--- config.mk ---
export PLATFORM = sky130hd
export DESIGN_NAME = int_ctrl
export DESIGN_NICKNAME = d
export VERILOG_FILES = /design/src/rtl/int_ctrl.sv
export SDC_FILE = /design/constraint.sdc
export NUM_CORES = 1
export LEC_CHECK = 0
export ABC_AREA = 0
export BUFFER_PORTS_ARGS = -buffer_cell sky130_fd_sc_hd__buf_2
export CORE_UTILIZATION = 40
export CTS_CLUSTER_SIZE = 40
export DETAILED_ROUTE_END_ITERATION = 7
export GPL_ROUTABILITY_DRIVEN = 0
export PLACE_DENSITY = 0.68
export SYNTH_ARGS = -nofsm -noshare
export SYNTH_HDL_FRONTEND = slang
export SYNTH_SLANG_ARGS = --single-unit
export TNS_END_PERCENT = 30
--- constraint.sdc ---
create_clock -name clk -period 1.7 [get_ports clk]
set_input_delay 0.34 -clock clk [delete_from_list [all_inputs] [get_ports clk]]
set_output_delay 0.34 -clock clk [all_outputs]
set_load 0.1 [all_outputs]
--- src/rtl/int_ctrl.sv ---
// rtl/int_ctrl.sv - edge-latched 3-line interrupt controller feeding the next-PC logic
// Optional per-line enable mask: define INT_MASK_EN.
module int_ctrl #(
    parameter int          NUM_IRQ  = 3,
    parameter logic [31:0] PC_RESET = 32'h0000_0000
) (
    input  logic               clk,
    input  logic               rst,
    input  logic [NUM_IRQ-1:0] irq_in,
    input  logic               PCWrite,
    input  logic [31:0]        epc_in,
    input  logic               epc_valid,
    input  logic               MRET,
`ifdef INT_MASK_EN
    input  logic               mask_we,
    input  logic [NUM_IRQ-1:0] mask_wdata,
`endif
    output logic               INT_Signal,
    output logic               EXL_set,
    output logic [NUM_IRQ-1:0] INT_PEND,
    output logic [31:0]        SEPC,
    output logic [1:0]         INT_CAUSE
);

    typedef enum logic [1:0] {
        ST_IDLE    = 2'd0,
        ST_TAKE    = 2'd1,
        ST_HANDLER = 2'd2
    } state_t;

    state_t             state_q, state_d;
    logic [NUM_IRQ-1:0] irq_prev_q, irq_prev_d;
    logic [NUM_IRQ-1:0] pend_q, pend_d;
    logic [31:0]        sepc_q, sepc_d;
    logic [1:0]         cause_q, cause_d;
    logic               int_sig_q, int_sig_d;
    logic               exl_q, exl_d;

    logic [NUM_IRQ-1:0] irq_en;
    logic [NUM_IRQ-1:0] rise;
    logic [NUM_IRQ-1:0] eligible;
    logic [NUM_IRQ-1:0] clear;
    logic [1:0]         sel;
    logic               accept;

`ifdef INT_MASK_EN
    logic [NUM_IRQ-1:0] mask_q, mask_d;

    always_comb begin
        mask_d = mask_q;
        if (mask_we) begin
            mask_d = mask_wdata;
        end
    end

    always_ff @(posedge clk) begin
        if (rst) begin
            mask_q <= '1;
        end else begin
            mask_q <= mask_d;
        end
    end

    assign irq_en = mask_q;
`else
    assign irq_en = '1;
`endif

    assign rise     = irq_in & ~irq_prev_q;
    assign eligible = pend_q & irq_en;

    // Ascending scan so the highest eligible index wins.
    always_comb begin
        sel = 2'd0;
        for (int i = 0; i < NUM_IRQ; i++) begin
            if (eligible[i]) begin
                sel = i[1:0];
            end
        end
    end

    assign accept = (state_q == ST_IDLE) && (eligible != '0) && PCWrite
                    && epc_valid && !MRET;

    always_comb begin
        clear = '0;
        if (accept) begin
            clear[sel] = 1'b1;
        end
    end

    // A fresh edge on the line being cleared must survive, so rise is OR-ed last.
    assign pend_d     = (pend_q & ~clear) | rise;
    assign irq_prev_d = irq_in;

    always_comb begin
        state_d   = state_q;
        sepc_d    = sepc_q;
        cause_d   = cause_q;
        int_sig_d = 1'b0;
        exl_d     = exl_q;
        case (state_q)
            ST_IDLE: begin
                exl_d = 1'b0;
                if (accept) begin
                    sepc_d    = epc_in;
                    cause_d   = sel;
                    int_sig_d = 1'b1;
                    state_d   = ST_TAKE;
                end
            end
            ST_TAKE: begin
                exl_d   = 1'b1;
                state_d = ST_HANDLER;
            end
            ST_HANDLER: begin
                exl_d = 1'b1;
                if (MRET) begin
                    exl_d   = 1'b0;
                    state_d = ST_IDLE;
                end
            end
            default: begin
                exl_d   = 1'b0;
                state_d = ST_IDLE;
            end
        endcase
    end

    always_ff @(posedge clk) begin
        if (rst) begin
            state_q    <= ST_IDLE;
            irq_prev_q <= '0;
            pend_q     <= '0;
            sepc_q     <= PC_RESET;
            cause_q    <= 2'd0;
            int_sig_q  <= 1'b0;
            exl_q      <= 1'b0;
        end else begin
            state_q    <= state_d;
            irq_prev_q <= irq_prev_d;
            pend_q     <= pend_d;
            sepc_q     <= sepc_d;
            cause_q    <= cause_d;
            int_sig_q  <= int_sig_d;
            exl_q      <= exl_d;
        end
    end

    assign INT_Signal = int_sig_q;
    assign EXL_set    = exl_q;
    assign INT_PEND   = pend_q;
    assign SEPC       = sepc_q;
    assign INT_CAUSE  = cause_q;

endmodule
# Word-level counts from Yosys, hierarchy flattened
# Index checks and enable logic that the tools add are counted.
# totals
ff_bits,44
output_inout_bits,39
word_cells,41
# op_classes
order_cmp,2
eq_ne,4
n_mux,11
bitwise,6
reduce_logical,11
# op_table
operator,n
bitwise AND 3 bit,2
2-to-1 mux 2 bit,3
inverter 3 bit,2
case mux 2 bit (3 select lines),1
logical AND 1 bit,5
2-to-1 mux 1 bit,4
!= test 2 bit (second input constant),2
AND reduction 2 bit,2
less-than comparator 2 x 3 -> 1 bit (second input constant),1
2-to-1 mux 3 bit,1
OR 3 bit,1
nonzero test 3 bit,1
demux 1 bit (select 2 bit),1
equality test 2 x 1 -> 1 bit (second input constant),1
equality test 2 bit (second input constant),1
greater-or-equal comparator 2 x 1 -> 1 bit (second input constant),1
logical NOT 2 bit,1
case mux 1 bit (2 select lines),1
OR reduction 2 bit,1
logical NOT 1 bit,1
inverter 1 bit,1

# Depth between registers and ports, before layout
# Gate-level depths: netlist (run 1).
# depth
ltp_word,10
ltp_mapped,6

# Worst setup path after synthesis (run 1)
# OpenSTA, ideal clock, no wires.
# synth_timing
kind,flip-flop to flip-flop
start,"register pend_q[1], in the netlist INT_PEND[1]"
end,"register sepc_q[10], in the netlist SEPC[10]"
arrival_ns,1.690
t_required_ns,1.628
slack_ns,-0.062
stages_incl_launch_ff,5
period_less_slack_ns,1.762
cell_sequence,dfxtp_1 nor3_4 nor2_8 buf_12 mux2i_1
# synth_via
elab_chain_cells,6
# synth_rtl
element,line,text
"start, declared",33,"logic [NUM_IRQ-1:0] pend_q, pend_d;"
"start signal, assigned",142,pend_q <= pend_d;
nonzero test 3 bit,82,assign accept = (state_q == ST_IDLE) && (eligible != '0) && PCWrite
logical AND 1 bit (2 in series),82,
logical AND 1 bit (2 in series),83,&& epc_valid && !MRET;
AND reduction 2 bit (no source line),n/a,
"end signal, assigned",143,sepc_q <= sepc_d;
"end, declared",34,"logic [31:0] sepc_q, sepc_d;"
# Every way passes these cells.
# A chain may end at the register's enable or synchronous reset.

# Final worst setup path (run 1)
# layout_timing
start,"register pend_q[2], in the netlist INT_PEND[2]"
end,output port INT_PEND[2]
# layout_rtl
element,line,text
"end, declared",20,"output logic [NUM_IRQ-1:0] INT_PEND,"
# No word-level cell between the ends.

==> results of run 1 <==
==> state kept, by name, indices dropped and copies added, names as in the netlist <==
register / cells
INT_Signal: 1
EXL_set: 1
SEPC: 32
state_q: 2
irq_prev_q: 3
INT_PEND: 3
INT_CAUSE: 2
==> final cells by class <==
type	count	area [µm²]	area share, %
multi-input combinational	135	1040	40.0
sequential	44	883	34.1
timing repair buffer	85	468	18.1
tap	67	83.8	3.24
clock buffer	6	72.6	2.80
clock inverter	2	35.0	1.35
inverter	3	11.3	0.435
==> power breakdown <==
group	internal, mW	switching, mW	total [mW]
registers	1.08	0.0321	1.11
clock network	0.436	0.339	0.775
logic	0.183	0.406	0.589
==> cells in the final DEF, fill, tap and decap left out, drive strengths merged <==
| cell type | synthesis | layout |
|---|---|---|
| a31oi | 1 | 1 |
| nor3b | 1 | 1 |
| a211oi | 1 | 1 |
| buf | 5 | 85 |
| o32ai | 1 | 1 |
| nand2b | 71 | 71 |
| clkbuf | 7 | 6 |
| dfxtp | 44 | 44 |
| mux2i | 34 | 34 |
| inv | 3 | 3 |
| bufinv | 0 | 1 |
| o31ai | 1 | 1 |
| nand3b | 2 | 2 |
| nor4b | 1 | 1 |
| ha | 4 | 4 |
| a21oi | 3 | 3 |
| nor2 | 4 | 4 |
| clkinv | 0 | 1 |
| nor3 | 2 | 2 |
| nand4b | 1 | 1 |
| nor2b | 5 | 5 |
| nand2 | 2 | 2 |
| o21ai | 1 | 1 |
==> worst paths after layout <==
kind	start	end	slack, ns	cells past startpoint
setup reg to reg	state_q[1]$_SDFFE_PP0P_	SEPC[20]$_SDFFE_PP0P_	0.17	6
setup / recovery	INT_PEND[2]$_SDFF_PP0_	INT_PEND[2]	0.06	1
hold / removal	irq_in[2]	irq_prev_q[2]$_SDFF_PP0_	0.28	2
hold reg to reg	SEPC[2]$_SDFFE_PP0P_	SEPC[2]$_SDFFE_PP0P_	0.47	2
==> kinds of logic after synthesis <==
family	Yosys count
muxes	34
adders and majority gates	4
DFF	44
and+or+nand+nor	89
buffers and inverters	15
AOI/OAI and AO/OA	8
==> synth_stat cells, drive strengths merged (2+ instances only) <==
library cell  count  area, µm²
a21oi             3       15.0
nand2             2       7.51
mux2i            34        340
nand2b           71        444
nor3              2       21.3
clkbuf            7       26.3
buf               5       72.6
nor2b             5       31.3
ha                4       50.1
nand3b            2       15.0
nor2              4       31.3
inv               3       11.3
dfxtp            44        881
==> per-stage QoR <==
step,util (%),power (mW),setup slack (ns),instances
floorplan,-,1.61,0.268,194
global placement,51.9,1.72,0.226,334
detailed placement,51.9,1.73,0.175,334
CTS,54.1,2.50,0.0559,342
global route,54.1,2.59,0.00340,342
finish,54.1,2.47,0.0649,342
==> metal layers <==
metal	track usage (%)	vias up	routed length, µm
met5	0	-	0
met4	5.23	0	45
met3	4.56	6	286
met2	25.0	53	1670
met1	17.1	690	1700
li1	-	786	-
==> metrics.txt, run 1 <==
core outline area 4790 µm²; drt wl/cell 10.8 µm; Hold Fails Final Rpt 0; portion of netlist area occupied by mux cells 16.8%; Worst Max-Slew Pin Slew 0.497 ns; remaining max-slew budget at the tightest pin 67.1%; sequential element share of the synthesized area 43.5%; Peak supply drop 0.000446 V; dominant combinational cell family by area after synthesis simple AND/OR/NAND/NOR gates; filler instances 464; maximum buffer depth of the clock tree 2; slowest stage delay, CP 0.51 ns; total gr overflow 0; dpl cell area 2480 µm²; wire length of the first global-routing pass 6130 µm; Crit Path Class reg2out; CTS clock-pin slew for the worst setup and hold paths 0.08 ns; cell family with most CP delay flip-flops; area of all placed cells without fillers 2590 µm²; largest net degree at the start of global routing 43; clock root buffer clkbuf_8; critical path cell sequence buf_2; later-pin clock latency in the skew report 0.29 ns; dpl hpwl 2740 µm; worst-case hold slack 0.276 ns; simple-gate share of the synthesized area 29.1%; Sum Neg Setup Slack 0 ns; Via-to-Cell Ratio 4.49; H-Tree Level Count 2; fraction of layout cells with a size suffix above 1 35.6%; total power density per cell area 955 nW/µm²; Mapped Area 2030 µm²; share of the clock period used by the worst path after layout 96.2%; overall die height 73.2 µm; number of port buffers 78; Detailed Routing Iterations Pass 1 4; total number of yosys warnings 0; number of global-route vias before repair 1438; drt first-iter violations 43; count of buffering cells on the critical path with inverters included 1; Max Fanout on Critical Path 8; Final Net Count 318; maximum achievable frequency 612 MHz; number of flops mapped to enable cells by yosys 0; critical path capture point type output port; Avg Cell Area, Syn 10.4 µm²; Slew Viols, Final 0; synthesis-to-finish area growth 27.8%; Inserted Diodes 0; arrival time reported for the critical path endpoint 1.30 ns; die area 5360 µm²; number of sinks on the clock net 44; vias after detailed routing 1535; CTS hold repair buffers 0; required time of the critical path 1.36 ns; Synth Area in XOR/XNOR 0%; nets in the synthesized netlist 238; Max stage delay cell, worst path dfxtp_1; share of flip-flops with an asynchronous set or reset after synthesis 0%; endpoints failing setup 0; number of clock buffers inserted by TritonCTS 5; initial core utilization 42.4%; Max-cap violations 0; RSZ-0062 raised after global routing false; Post-Synthesis Cells 194; Yosys cell types 25; number of remaining DRC errors 0; remaining antenna violation count 0; count of boundary I/O pins 79; overall die width 73.2 µm; number of buffers inserted to repair setup after CTS 0; dominant synthesized flop cell dfxtp_1; compound-gate portion of the synthesized area 2.72%; final worst path period need 1.64 ns; number of antenna violations at the first check in global routing 0; GRT Util Overall 14.6%; LEAKAGE 1.13 nW; post-synthesis share of cell area spent on full adders, half adders and majority gates 2.47%; Site Rows 25; register bit total from synthesis 44; Startpoint Class flip-flop; post-CTS sizing 0; status completed; worst hold-check path type in2reg; TritonCTS clock tree done; final wirelength 3690 µm; Final Skew 0.00475 ns
Note: power is estimated with default switching activity, not from simulation.
==> run 2: changes to the inputs <==
Settings changed: PLACE_DENSITY 0.68 to 0.76.
==> run 2 against run 1 <==
Clock skew is 0.0010 ns higher. Critical path depth stayed put. Fmax is 1.3% higher. Sequential power hardly changed. Sequential cell count stayed put. Non-clock buffer count is 2 lower. Worst setup slack better by 0.022 ns. Utilization is 0.94 points lower. Cell count is 0.88% lower. Clock-buffer cell count stayed put.
==> metrics.txt, run 2 (same netlist as run 1, synthesis figures left out) <==
cell family with most CP delay flip-flops; arrival time reported for the critical path endpoint 1.27 ns (-0.03 ns); endpoints failing setup 0 (unchanged); critical path capture point type output port; TritonCTS clock tree done; number of antenna violations at the first check in global routing 0 (unchanged); core outline area 4790 µm² (unchanged); CTS clock-pin slew for the worst setup and hold paths 0.07 ns (about the same); maximum achievable frequency 620 MHz (+1.3%); required time of the critical path 1.36 ns (about the same); area of all placed cells without fillers 2540 µm² (-1.7%); clock root buffer clkbuf_8; final worst path period need 1.61 ns (-0.0215 ns); Sum Neg Setup Slack 0 ns (unchanged); number of clock buffers inserted by TritonCTS 5 (unchanged); Max stage delay cell, worst path dfxtp_1; worst hold-check path type in2reg; final wirelength 3620 µm (-1.9%); Hold Fails Final Rpt 0 (unchanged); Site Rows 25 (unchanged); RSZ-0062 raised after global routing false; status completed; largest net degree at the start of global routing 34 (-21%); LEAKAGE 1.11 nW (-2.0%); Hold Crit Depth 2 (unchanged); GR Util met3 6.91% (+2.3 points); drt first-iter violations 50 (+16%); Detailed Routing Iterations Pass 1 4 (unchanged); flip-flop count of the largest register, all copies and words added 32 (unchanged); Inserted Diodes 0 (unchanged); Worst Setup Slack, final 0.0865 ns (+0.0215 ns); sequential share of power 48.2% (+3.3 points); slowest stage delay, CP 0.49 ns (-0.02 ns); Final Skew 0.00579 ns (+0.00104 ns); dpl hpwl 2610 µm (-4.7%); H-Tree Level Count 2 (unchanged); commonest non-fill, non-tap cells in the layout 78 x buf_2, 71 x nand2b_1, 42 x dfxtp_1; Psw 768 µW (-1.2%); worst-case hold slack 0.277 ns (+0.000657 ns); Slew Viols, Final 0 (unchanged); Via-to-Cell Ratio 4.40 (-2.0%); internal portion of total power 1.54 mW (-9.5%); share of the clock period used by the worst path after layout 94.9% (-1.3 points); vias after detailed routing 1491 (-2.9%); Peak supply drop 0.000526 V (+18%); GRT Util Overall 14.1% (-0.48 points); CTS hold repair buffers 0 (unchanged); later-pin clock latency in the skew report 0.29 ns (about the same); Crit Path Class reg2out; drt wl/cell 10.7 µm (-1.1%); number of buffers inserted to repair setup after CTS 0 (unchanged); critical path cell sequence buf_2; number of remaining DRC errors 0 (unchanged); path length in cells of the critical path 1 (unchanged); Final Net Count 316 (-0.63%); initial core utilization 42.4% (unchanged); number of sinks on the clock net 44 (unchanged); die area 5360 µm² (unchanged); filler instances 466 (+0.43%); total gr overflow 0 (unchanged); Startpoint Class flip-flop; number of port buffers 78 (unchanged); count of buffering cells on the critical path with inverters included 1 (unchanged); overall die width 73.2 µm (unchanged); clock group share of total power 26.5% (-4.8 points); Worst Max-Slew Pin Slew 0.500 ns (+0.00378 ns); most frequent standard cell in the layout excluding fill and tap cells buf_2; total power density per cell area 906 nW/µm² (-5.2%); synthesis-to-finish area growth 25.6%; Max Fanout on Critical Path 8 (unchanged); remaining antenna violation count 0 (unchanged); fraction of layout cells with a size suffix above 1 34.9% (-0.71 points); routing usage on met1 17.0% (about the same); dpl cell area 2470 µm² (-0.60%); wire length of the first global-routing pass 5760 µm (-6.1%); count of boundary I/O pins 79 (unchanged); Max-cap violations 0 (unchanged); switching part of the total 33.3% (+1.9 points); post-CTS sizing 0 (unchanged); maximum buffer depth of the clock tree 2 (unchanged); power share of the combinational group 25.3% (+1.5 points); worst slack, placed 0.137 ns (-0.0380 ns); overall die height 73.2 µm (unchanged); remaining max-slew budget at the tightest pin 66.9% (-0.25 points); met2 layer usage reported by global route 21.6% (-3.4 points); most used routing layer in global routing met2; number of global-route vias before repair 1336 (-7.1%); Worst R2R Path Depth 6 (unchanged); total power 2.30 mW (-6.9%)
[run 2: cell types whose count changed in the layout (fill, tap and decap cells not counted), sizes merged]
cell / change
bufinv: -1
buf: -2
[run 2: area by class of cell]
cell class	count	area [µm²]	share of cell area (%)
flip-flops and latches	44	883	34.7
clock inverters	1	5.00	0.197
clock buffers	6	72.6	2.85
multi-input cells	135	1040	40.7
well taps	67	83.8	3.29
inverters	3	11.3	0.442
repair buffers	83	453	17.8
[run 2: routing by layer]
layer / part of all wire [%] / up-vias
met1: 46 / 655
met3: 8.3 / 6
met4: 1.2 / 0
met2: 44 / 51
met5: 0 / -
li1: - / 779
[run 2: worst paths after layout]
kind | endpoint | start | slack (ns)
max | INT_PEND[2] | INT_PEND[2]$_SDFF_PP0_ | 0.09
min | irq_prev_q[0]$_SDFF_PP0_ | irq_in[0] | 0.28
max reg2reg | SEPC[8]$_SDFFE_PP0P_ | state_q[1]$_SDFFE_PP0P_ | 0.14
min reg2reg | SEPC[0]$_SDFFE_PP0P_ | SEPC[0]$_SDFFE_PP0P_ | 0.47
[run 2: through the flow]
step           std cells  util [%]
3_5_place_dp         332      51.6
3_3_place_gp         332      51.6
5_1_grt              339      53.2
4_1_cts              339      53.2
6_report             339      53.2
2_1_floorplan        194         -
[run 2: power groups by stage]
stage / Clock, mW / Combinational (mW) / Sequential, mW
after detailed placement: 0 / 0.586 / 1.13
after CTS: 0.645 / 0.589 / 1.11
final: 0.612 / 0.582 / 1.11
after global placement: 0 / 0.583 / 1.13
after floorplan: 0 / 0.232 / 1.38
after global routing: 0.678 / 0.619 / 1.12
